`config.mk`:
```
export PLATFORM = sky130hd
export DESIGN_NAME = wb_stage
export DESIGN_NICKNAME = d
export VERILOG_FILES = /design/src/rtl/wb_stage.sv
export SDC_FILE = /design/constraint.sdc
export NUM_CORES = 1
export LEC_CHECK = 0
export ABC_AREA = 1
export CAP_MARGIN = 40
export CORE_ASPECT_RATIO = 0.75
export CORE_MARGIN = 2
export CORE_UTILIZATION = 56
export CTS_CLUSTER_DIAMETER = 150
export DETAILED_ROUTE_END_ITERATION = 10
export PLACE_DENSITY = 0.87
export SYNTH_ARGS = -nofsm -noshare
export SYNTH_HDL_FRONTEND = slang
export SYNTH_SLANG_ARGS = --single-unit
```
`constraint.sdc`:
```
create_clock -name clk -period 4.37 [get_ports clk]
set_input_delay 0.874 -clock clk [delete_from_list [all_inputs] [get_ports clk]]
set_output_delay 0.874 -clock clk [all_outputs]
set_load 0.01 [all_outputs]
```
`src/rtl/wb_stage.sv`:
```
// Writeback stage of the 5-stage MIPS core: commits register writes, hosts the
// CP0 registers (Count/Compare/Status/Cause/EPC/BadVAddr) and raises flushes.
module wb_stage #(
  parameter int          MS_TO_WS_BUS_WD = 123,
  parameter logic [31:0] EX_ENTRY        = 32'hBFC0_0380
) (
  input  logic                       clk,
  input  logic                       reset,
  input  logic                       ms_to_ws_valid,
  input  logic [MS_TO_WS_BUS_WD-1:0] ms_to_ws_bus,
  output logic                       ws_allowin,
  input  logic [5:0]                 ext_int_in,
  output logic [3:0]                 rf_we,
  output logic [4:0]                 rf_waddr,
  output logic [31:0]                rf_wdata,
  output logic [41:0]                ws_fwd_bus,
  output logic                       flush,
  output logic [31:0]                flush_pc,
  output logic [31:0]                debug_wb_pc,
  output logic [3:0]                 debug_wb_rf_wen,
  output logic [4:0]                 debug_wb_rf_wnum,
  output logic [31:0]                debug_wb_rf_wdata
);

  localparam logic [4:0] CP0_BADVADDR = 5'd8;
  localparam logic [4:0] CP0_COUNT    = 5'd9;
  localparam logic [4:0] CP0_COMPARE  = 5'd11;
  localparam logic [4:0] CP0_STATUS   = 5'd12;
  localparam logic [4:0] CP0_CAUSE    = 5'd13;
  localparam logic [4:0] CP0_EPC      = 5'd14;

  logic                       ws_valid_reg;
  logic [MS_TO_WS_BUS_WD-1:0] bus_reg;
  logic                       ws_ready_go;

  // Latched bus fields
  logic [31:0] bus_badvaddr;
  logic        c0_eret;
  logic        c0_mtc0;
  logic        c0_mfc0;
  logic [4:0]  c0_rd;
  logic [2:0]  c0_sel;
  logic        bus_bd;
  logic        bus_ex;
  logic [4:0]  bus_excode;
  logic [3:0]  bus_rf_we;
  logic [4:0]  bus_dest;
  logic [31:0] bus_result;
  logic [31:0] bus_pc;

  // CP0 state
  logic [7:0]  status_im_reg;
  logic        status_exl_reg;
  logic        status_ie_reg;
  logic        cause_bd_reg;
  logic        cause_ti_reg;
  logic [5:0]  cause_ip_hw_reg;
  logic [1:0]  cause_ip_sw_reg;
  logic [4:0]  cause_exc_reg;
  logic [31:0] epc_reg;
  logic [31:0] badvaddr_reg;
  logic [31:0] count_reg;
  logic [31:0] compare_reg;
  logic        tick_reg;

  logic [31:0] status_val;
  logic [31:0] cause_val;
  logic [31:0] cp0_rdata;
  logic        int_pend;
  logic        ws_ex;
  logic [4:0]  ex_code;
  logic        eret_commit;
  logic        mtc0_commit;
  logic        wr_status;
  logic        wr_cause;
  logic        wr_epc;
  logic        wr_count;
  logic        wr_compare;
  logic        block_valid;

  assign ws_ready_go = 1'b1;
  assign ws_allowin  = !ws_valid_reg || ws_ready_go;

  always_ff @(posedge clk) begin
    if (reset) begin
      ws_valid_reg <= 1'b0;
      bus_reg      <= '0;
    end else begin
      if (ws_allowin) ws_valid_reg <= ms_to_ws_valid;
      if (ms_to_ws_valid && ws_allowin) bus_reg <= ms_to_ws_bus;
    end
  end

  assign bus_badvaddr = bus_reg[122:91];
  assign c0_eret      = bus_reg[90];
  assign c0_mtc0      = bus_reg[89];
  assign c0_mfc0      = bus_reg[88];
  assign c0_rd        = bus_reg[87:83];
  assign c0_sel       = bus_reg[82:80];
  assign bus_bd       = bus_reg[79];
  assign bus_ex       = bus_reg[78];
  assign bus_excode   = bus_reg[77:73];
  assign bus_rf_we    = bus_reg[72:69];
  assign bus_dest     = bus_reg[68:64];
  assign bus_result   = bus_reg[63:32];
  assign bus_pc       = bus_reg[31:0];

  // BEV (bit 22) is hardwired to 1
  assign status_val = {9'd0, 1'b1, 6'd0, status_im_reg, 6'd0, status_exl_reg, status_ie_reg};
  assign cause_val  = {cause_bd_reg, cause_ti_reg, 14'd0, cause_ip_hw_reg, cause_ip_sw_reg,
                       1'b0, cause_exc_reg, 2'b00};

  assign int_pend = status_ie_reg && !status_exl_reg &&
                    (|({cause_ip_hw_reg, cause_ip_sw_reg} & status_im_reg));
  assign ws_ex    = ws_valid_reg && (bus_ex || int_pend);
  assign ex_code  = bus_ex ? bus_excode : 5'h00;

  assign eret_commit = ws_valid_reg && c0_eret && !ws_ex;
  assign mtc0_commit = ws_valid_reg && c0_mtc0 && !ws_ex && (c0_sel == 3'd0);
  assign wr_status   = mtc0_commit && (c0_rd == CP0_STATUS);
  assign wr_cause    = mtc0_commit && (c0_rd == CP0_CAUSE);
  assign wr_epc      = mtc0_commit && (c0_rd == CP0_EPC);
  assign wr_count    = mtc0_commit && (c0_rd == CP0_COUNT);
  assign wr_compare  = mtc0_commit && (c0_rd == CP0_COMPARE);

  always_comb begin
    cp0_rdata = 32'd0;
    if (c0_sel == 3'd0) begin
      case (c0_rd)
        CP0_BADVADDR: cp0_rdata = badvaddr_reg;
        CP0_COUNT:    cp0_rdata = count_reg;
        CP0_COMPARE:  cp0_rdata = compare_reg;
        CP0_STATUS:   cp0_rdata = status_val;
        CP0_CAUSE:    cp0_rdata = cause_val;
        CP0_EPC:      cp0_rdata = epc_reg;
        default:      cp0_rdata = 32'd0;
      endcase
    end
  end

  // Exception, ERET and MTC0 commit; an exception suppresses the MTC0
  always_ff @(posedge clk) begin
    if (reset) begin
      status_im_reg   <= 8'd0;
      status_exl_reg  <= 1'b0;
      status_ie_reg   <= 1'b0;
      cause_bd_reg    <= 1'b0;
      cause_ip_sw_reg <= 2'd0;
      cause_exc_reg   <= 5'd0;
      epc_reg         <= 32'd0;
      badvaddr_reg    <= 32'd0;
      compare_reg     <= 32'd0;
    end else if (ws_ex) begin
      if (!status_exl_reg) begin
        epc_reg      <= bus_bd ? bus_pc - 32'd4 : bus_pc;
        cause_bd_reg <= bus_bd;
      end
      status_exl_reg <= 1'b1;
      cause_exc_reg  <= ex_code;
      if (ex_code == 5'h04 || ex_code == 5'h05) badvaddr_reg <= bus_badvaddr;
    end else begin
      if (eret_commit) status_exl_reg <= 1'b0;
      if (wr_status) begin
        status_im_reg  <= bus_result[15:8];
        status_exl_reg <= bus_result[1];
        status_ie_reg  <= bus_result[0];
      end
      if (wr_cause)   cause_ip_sw_reg <= bus_result[9:8];
      if (wr_epc)     epc_reg         <= bus_result;
      if (wr_compare) compare_reg     <= bus_result;
    end
  end

  // Count advances every other cycle; a software write takes precedence
  always_ff @(posedge clk) begin
    if (reset) begin
      tick_reg  <= 1'b0;
      count_reg <= 32'd0;
    end else begin
      tick_reg <= ~tick_reg;
      if (wr_count)      count_reg <= bus_result;
      else if (tick_reg) count_reg <= count_reg + 32'd1;
    end
  end

  always_ff @(posedge clk) begin
    if (reset) begin
      cause_ti_reg    <= 1'b0;
      cause_ip_hw_reg <= 6'd0;
    end else begin
      if (wr_compare)                     cause_ti_reg <= 1'b0;
      else if (count_reg == compare_reg)  cause_ti_reg <= 1'b1;
      cause_ip_hw_reg <= {cause_ti_reg | ext_int_in[5], ext_int_in[4:0]};
    end
  end

  assign flush    = !reset && ws_valid_reg && (ws_ex || c0_eret);
  assign flush_pc = !flush ? 32'd0 : (ws_ex ? EX_ENTRY : epc_reg);

  assign rf_we       = {4{ws_valid_reg && !ws_ex}} & bus_rf_we;
  assign rf_waddr    = ws_valid_reg ? bus_dest : 5'd0;
  assign rf_wdata    = !ws_valid_reg ? 32'd0 : (c0_mfc0 ? cp0_rdata : bus_result);
  assign block_valid = ws_valid_reg && (|bus_rf_we) && !ws_ex;
  assign ws_fwd_bus  = {rf_we, block_valid, rf_waddr, rf_wdata};

  assign debug_wb_pc       = ws_valid_reg ? bus_pc : 32'd0;
  assign debug_wb_rf_wen   = rf_we;
  assign debug_wb_rf_wnum  = rf_waddr;
  assign debug_wb_rf_wdata = rf_wdata;

endmodule

```
# After elaboration in Yosys (flattened, before gate mapping)
# Cells that the tools add are included.
dict set report totals {
  out_inout_bits 190
  in_bits 132
  word_cells 88
  regBits 278
}
dict set report classes {
  eq_ne 10
  addsub 2
  bitwise 6
  mux 18
  reduce_logical 37
}
# operator count
set op_table {}
lappend op_table {{$mux W32} 12}
lappend op_table {{$pmux W32 S6} 1}
lappend op_table {{$add A32 B1 Y32 const B} 1}
lappend op_table {{$eq A32 B32 Y1} 1}
lappend op_table {{$sub A32 B3 Y32 const B} 1}
lappend op_table {{$eq A5 B4 Y1 const B} 6}
lappend op_table {{$logic_and A1 B1 Y1} 18}
lappend op_table {{$reduce_and A2 Y1} 6}
lappend op_table {{$eq A5 B3 Y1 const B} 2}
lappend op_table {{$mux W5} 2}
lappend op_table {{$and A8 B8 Y8} 1}
lappend op_table {{$reduce_or A8 Y1} 1}
lappend op_table {{$and A4 B4 Y4} 1}
lappend op_table {{$reduce_bool A2 Y1} 2}
lappend op_table {{$reduce_or A4 Y1} 1}
lappend op_table {{$logic_not A1 Y1} 3}
lappend op_table {{$logic_not A3 Y1} 1}
lappend op_table {{$logic_or A1 B1 Y1} 3}
lappend op_table {{$mux W1} 3}
lappend op_table {{$not A1 Y1} 3}
lappend op_table {{$reduce_bool A3 Y1} 1}
lappend op_table {{$ne A2 B2 Y1 const B} 1}
lappend op_table {{$reduce_or A2 Y1} 1}
lappend op_table {{$or A1 B1 Y1} 1}

# Depth between registers and ports, before layout
dict set report logic_depth {
  word_depth 11
  ltp_mapped 14
  ltp_nobuf 14
}

# Least setup slack after synthesis
# No wires, ideal clock.
dict set report synth_timing {
  kind {register to output}
  startpoint {reg bus_reg[80]}
  endpoint {out rf_wdata[26]}
  path_stages_with_launch 10
  required_ns 3.496
  n_path_buf 2
  path_slack_ns 1.833
  arrival_time_ns 1.663
  path_cell_list {dfxtp_1 > nor2_1 > nand2_1 > nor2_1 > o21ai_1 > inv_2 > buf_2 > o21ai_1 > a21oi_1 > buf_4}
}
dict set report synth_between {
  elab_chain_cells 4
}
# item line
set synth_rtl {}
lappend synth_rtl {{from (decl)} 33} ;# logic [MS_TO_WS_BUS_WD-1:0] bus_reg;
lappend synth_rtl {{from (signal assigned)} 90} ;# if (ms_to_ws_valid && ws_allowin) bus_reg <= ms_to_ws_bus;
lappend synth_rtl {{$logic_not A3 Y1} 128} ;# if (c0_sel == 3'd0) begin
lappend synth_rtl {{$mux W32} 128}
lappend synth_rtl {{$mux W32 (2 in a row)} 202} ;# assign rf_wdata = !ws_valid_reg ? 32'd0 : (c0_mfc0 ? cp0_rdata : bus_result);
lappend synth_rtl {{to (decl)} 15} ;# output logic [31:0] rf_wdata,
# Every way passes these cells.

# Worst setup path after layout
dict set report layout_timing {
  startpoint {reg bus_reg[85]}
  endpoint {out debug_wb_rf_wdata[30]}
}
dict set report layout_between {
  elab_chain_cells 5
  elab_cells_between_ends 10
  classes_between {6 x eq/ne; 4 x mux}
}
# item line
set layout_rtl {}
lappend layout_rtl {{$eq A5 B4 Y1} 129} ;# case (c0_rd)
lappend layout_rtl {{$pmux W32 S6 *} 129}
lappend layout_rtl {{$mux W32 *} 128}
lappend layout_rtl {{$mux W32 * (2 in a row)} 202}
lappend layout_rtl {{to (decl)} 22} ;# output logic [31:0] debug_wb_rf_wdata
# Mark *: on every way between the ends. The rest lies on a longest branch, timed or not.

==> results.json <==
{
  "status": "finished, final reports clean",
  "vias_per_cell": 5.78,
  "p_comb_share_pct": 12.1,
  "fmax_mhz": 232,
  "drive_above_1_share_pct": 5.15,
  "final_area_mm2": 0.0189,
  "hold_viol_final": 0,
  "switching_share_pct": 27.3,
  "dpl.cell_count": 2884,
  "place_hpwl_mm": 42.6,
  "drc": 0,
  "r2r_slack_ns": 1.49,
  "synth_cells": 2400,
  "worstPathArrival_ns": 3.43,
  "p_per_area_mw_per_mm2": 315,
  "cts_root_buf": "clkbuf_16",
  "rows": 52,
  "rsz0062_at_grt": "false",
  "nets": 2697,
  "vdd.ir_drop.worst_v": 0.000301,
  "setup_viol": 0,
  "layout_common_cells": "nand2_1, nor2_1, clkdlybuf4s50_1, dfxtp_1, o21ai_0",
  "place.gp.congestion": 1.01,
  "hold_path_class": "flop to flop",
  "crit_path_end_kind": "output port",
  "via_count": 17000,
  "synth_top_family_by_area": "simple AND/OR/NAND/NOR gates",
  "switchingPower_mw": 1.63,
  "worst_slew_pin_slew_ns": 0.937,
  "wl_mm": 58.1,
  "final.setup.tns_ns": 0,
  "drt-pass1-iter-count": 6,
  "ant_nets": 0,
  "path_class": "flop to output port",
  "syn_avg_cell_area_um2": 6.36,
  "utilization_pct": 70.2,
  "synth_edf_count": 0,
  "pwr-share-clk_pct": 41.7,
  "syn_nets": 2534,
  "clk_pin_slew_ns": 0.07,
  "p_leak_nw": 7.59,
  "grt_pass1_wl_mm": 87.6,
  "fin_crit_sh_pct": 98.4,
  "finClkSkew_ns": 0.0154,
  "cts.sinks": 278,
  "final_cells": 2937,
  "cts.repair.resized": 0,
  "min_period_ns": 4.30,
  "die_area_mm2": 0.0286,
  "synthSimpleGateAreaFrac_pct": 30.8,
  "coreArea_mm2": 0.0269,
  "ios": 322,
  "maxCapViolations": 0,
  "synth_mux_area_share_pct": 0,
  "pre_cts_slack_ns": 0.713,
  "ys_types": 42,
  "netlist_area_mm2": 0.0153,
  "seq_area_frac_synth_pct": 36.5,
  "drt_iter0_markers": 2153,
  "gr-total-overflow": 0,
  "grt_max_degree": 222,
  "synth_xor_area_share_pct": 2.12,
  "cts_buffers": 28,
  "final_common_cell": "nand2_1",
  "postCtsSetupBuffers": 0,
  "cts_hold_buf": 0,
  "required_ns": 3.50,
  "placed_area_mm2": 0.0179,
  "grt_pass1_vias": 15100,
  "crit_fanout": 17,
  "internal_power_mw": 4.33,
  "sequentialPowerShare_pct": 46.2,
  "synth_async_sr_flop_share_pct": 0,
  "ys.flop_type": "dfxtp_1",
  "synth_compound_gate_area_share_pct": 17.3,
  "insertion_delay_ns": 0.57,
  "cts_tree": "yes",
  "slew_headroom_pct": 37.4,
  "yosysWarnings": 0,
  "htree_levels": 1,
  "antenna_found_initial": 2,
  "area_growth_pct": 23.7,
  "yosys.area_share.adder_pct": 0.164,
  "start_kind": "flop",
  "start_util_pct": 56.8,
  "portBuffers": 320,
  "die_w_um": 195,
  "die_height_um": 147,
  "slew_viol_final": 0,
  "wl_per_cell_um": 19.8,
  "globalRouteTotalUtil_pct": 39.4,
  "clock_path_buffers": 3,
  "ys_ff_latch": 278,
  "finalWorstSetupSlack_ns": 0.0683,
  "largest_reg_flops": 123
}
==> metal layers <==
metal | global-route usage (%) | vias to the layer above | routed length [um]
li1 | - | 7917 | -
met1 | 53.7 | 7723 | 23200
met2 | 59.3 | 1176 | 24400
met3 | 11.2 | 166 | 8020
met4 | 14.7 | 0 | 2580
met5 | 0 | - | 0
==> worst max-delay path, cell delays in order, from the launching register on <==
cell,delay [ns]
dfxtp_1,0.37
nand2_1,0.07
nor2_1,0.21
nand2_1,0.19
inv_2,0.27
o21ai_1,0.13
inv_2,0.34
nand2_1,0.16
a21oi_1,0.45
clkdlybuf4s50_1,0.65
==> Yosys cell counts (3+ instances only) <==
library cell | count | area share [%]
a21oi_1 | 182 | 6.0
a22oi_1 | 3 | 0.15
buf_1 | 6 | 0.15
buf_2 | 41 | 1.3
buf_4 | 88 | 4.3
clkbuf_1 | 74 | 1.8
dfxtp_1 | 278 | 36
inv_1 | 198 | 4.9
inv_2 | 13 | 0.32
nand2_1 | 503 | 12
nand2_2 | 4 | 0.16
nand2_4 | 4 | 0.30
nand3_1 | 80 | 2.6
nand3_2 | 3 | 0.20
nand4_1 | 23 | 0.94
nor2_1 | 480 | 12
nor2_2 | 13 | 0.53
nor2_4 | 6 | 0.44
nor3_1 | 19 | 0.62
o211ai_1 | 9 | 0.44
o21ai_0 | 212 | 7.0
o21ai_1 | 80 | 2.6
o221ai_1 | 4 | 0.23
o22ai_1 | 20 | 0.82
or2_2 | 3 | 0.12
xnor2_1 | 18 | 1.0
xor2_1 | 19 | 1.1
==> power groups by stage <==
stage	Sequential, mW	Clock [mW]	Combinational [mW]
detailed placement	2.80	0	0.696
global route	2.76	2.58	0.779
finish	2.75	2.48	0.720
floorplan	2.75	0	0.415
CTS	2.75	2.47	0.703
global placement	2.80	0	0.682
==> layout make-up <==
| type | count | area (um2) |
|---|---|---|
| Antenna cell | 1 | 2.50 |
| Fill cell | 2288 | 8010 |
| Clock inverter | 15 | 156 |
| Tap cell | 351 | 439 |
| Clock buffer | 37 | 785 |
| Sequential cell | 278 | 5570 |
| Timing Repair Buffer | 344 | 3400 |
| Inverter | 213 | 807 |
| Multi-Input combinational cell | 1698 | 7710 |
==> path summary, 6_finish.rpt <==
path | to | depth (start not counted) | start
setup / recovery | debug_wb_rf_wdata[30] | 9 | bus_reg[85]
hold / removal | badvaddr_reg[29] | 2 | badvaddr_reg[29]
hold reg to reg | badvaddr_reg[29] | 2 | badvaddr_reg[29]
setup reg to reg | badvaddr_reg[0] | 11 | cause_ip_sw_reg[0]
==> stage by stage <==
stage,hold slack [ns],power (mW)
after CTS,0.459,5.92
after global placement,0.435,3.48
after detailed placement,0.448,3.50
after floorplan,0.420,3.16
final,0.461,5.95
after global routing,0.490,6.11
==> cells by family (layout without fill, tap and decap cells) <==
| group | count (synthesis) | in the layout |
|---|---|---|
| other | 1 | 2 |
| xor gates and xnor gates | 37 | 37 |
| and+or+nand+nor | 1146 | 1146 |
| AOI/OAI and AO/OA | 512 | 512 |
| DFF | 278 | 278 |
| buffers and inverters | 424 | 609 |
| adders and majority gates | 2 | 2 |
(Power assumes the default switching activity.)
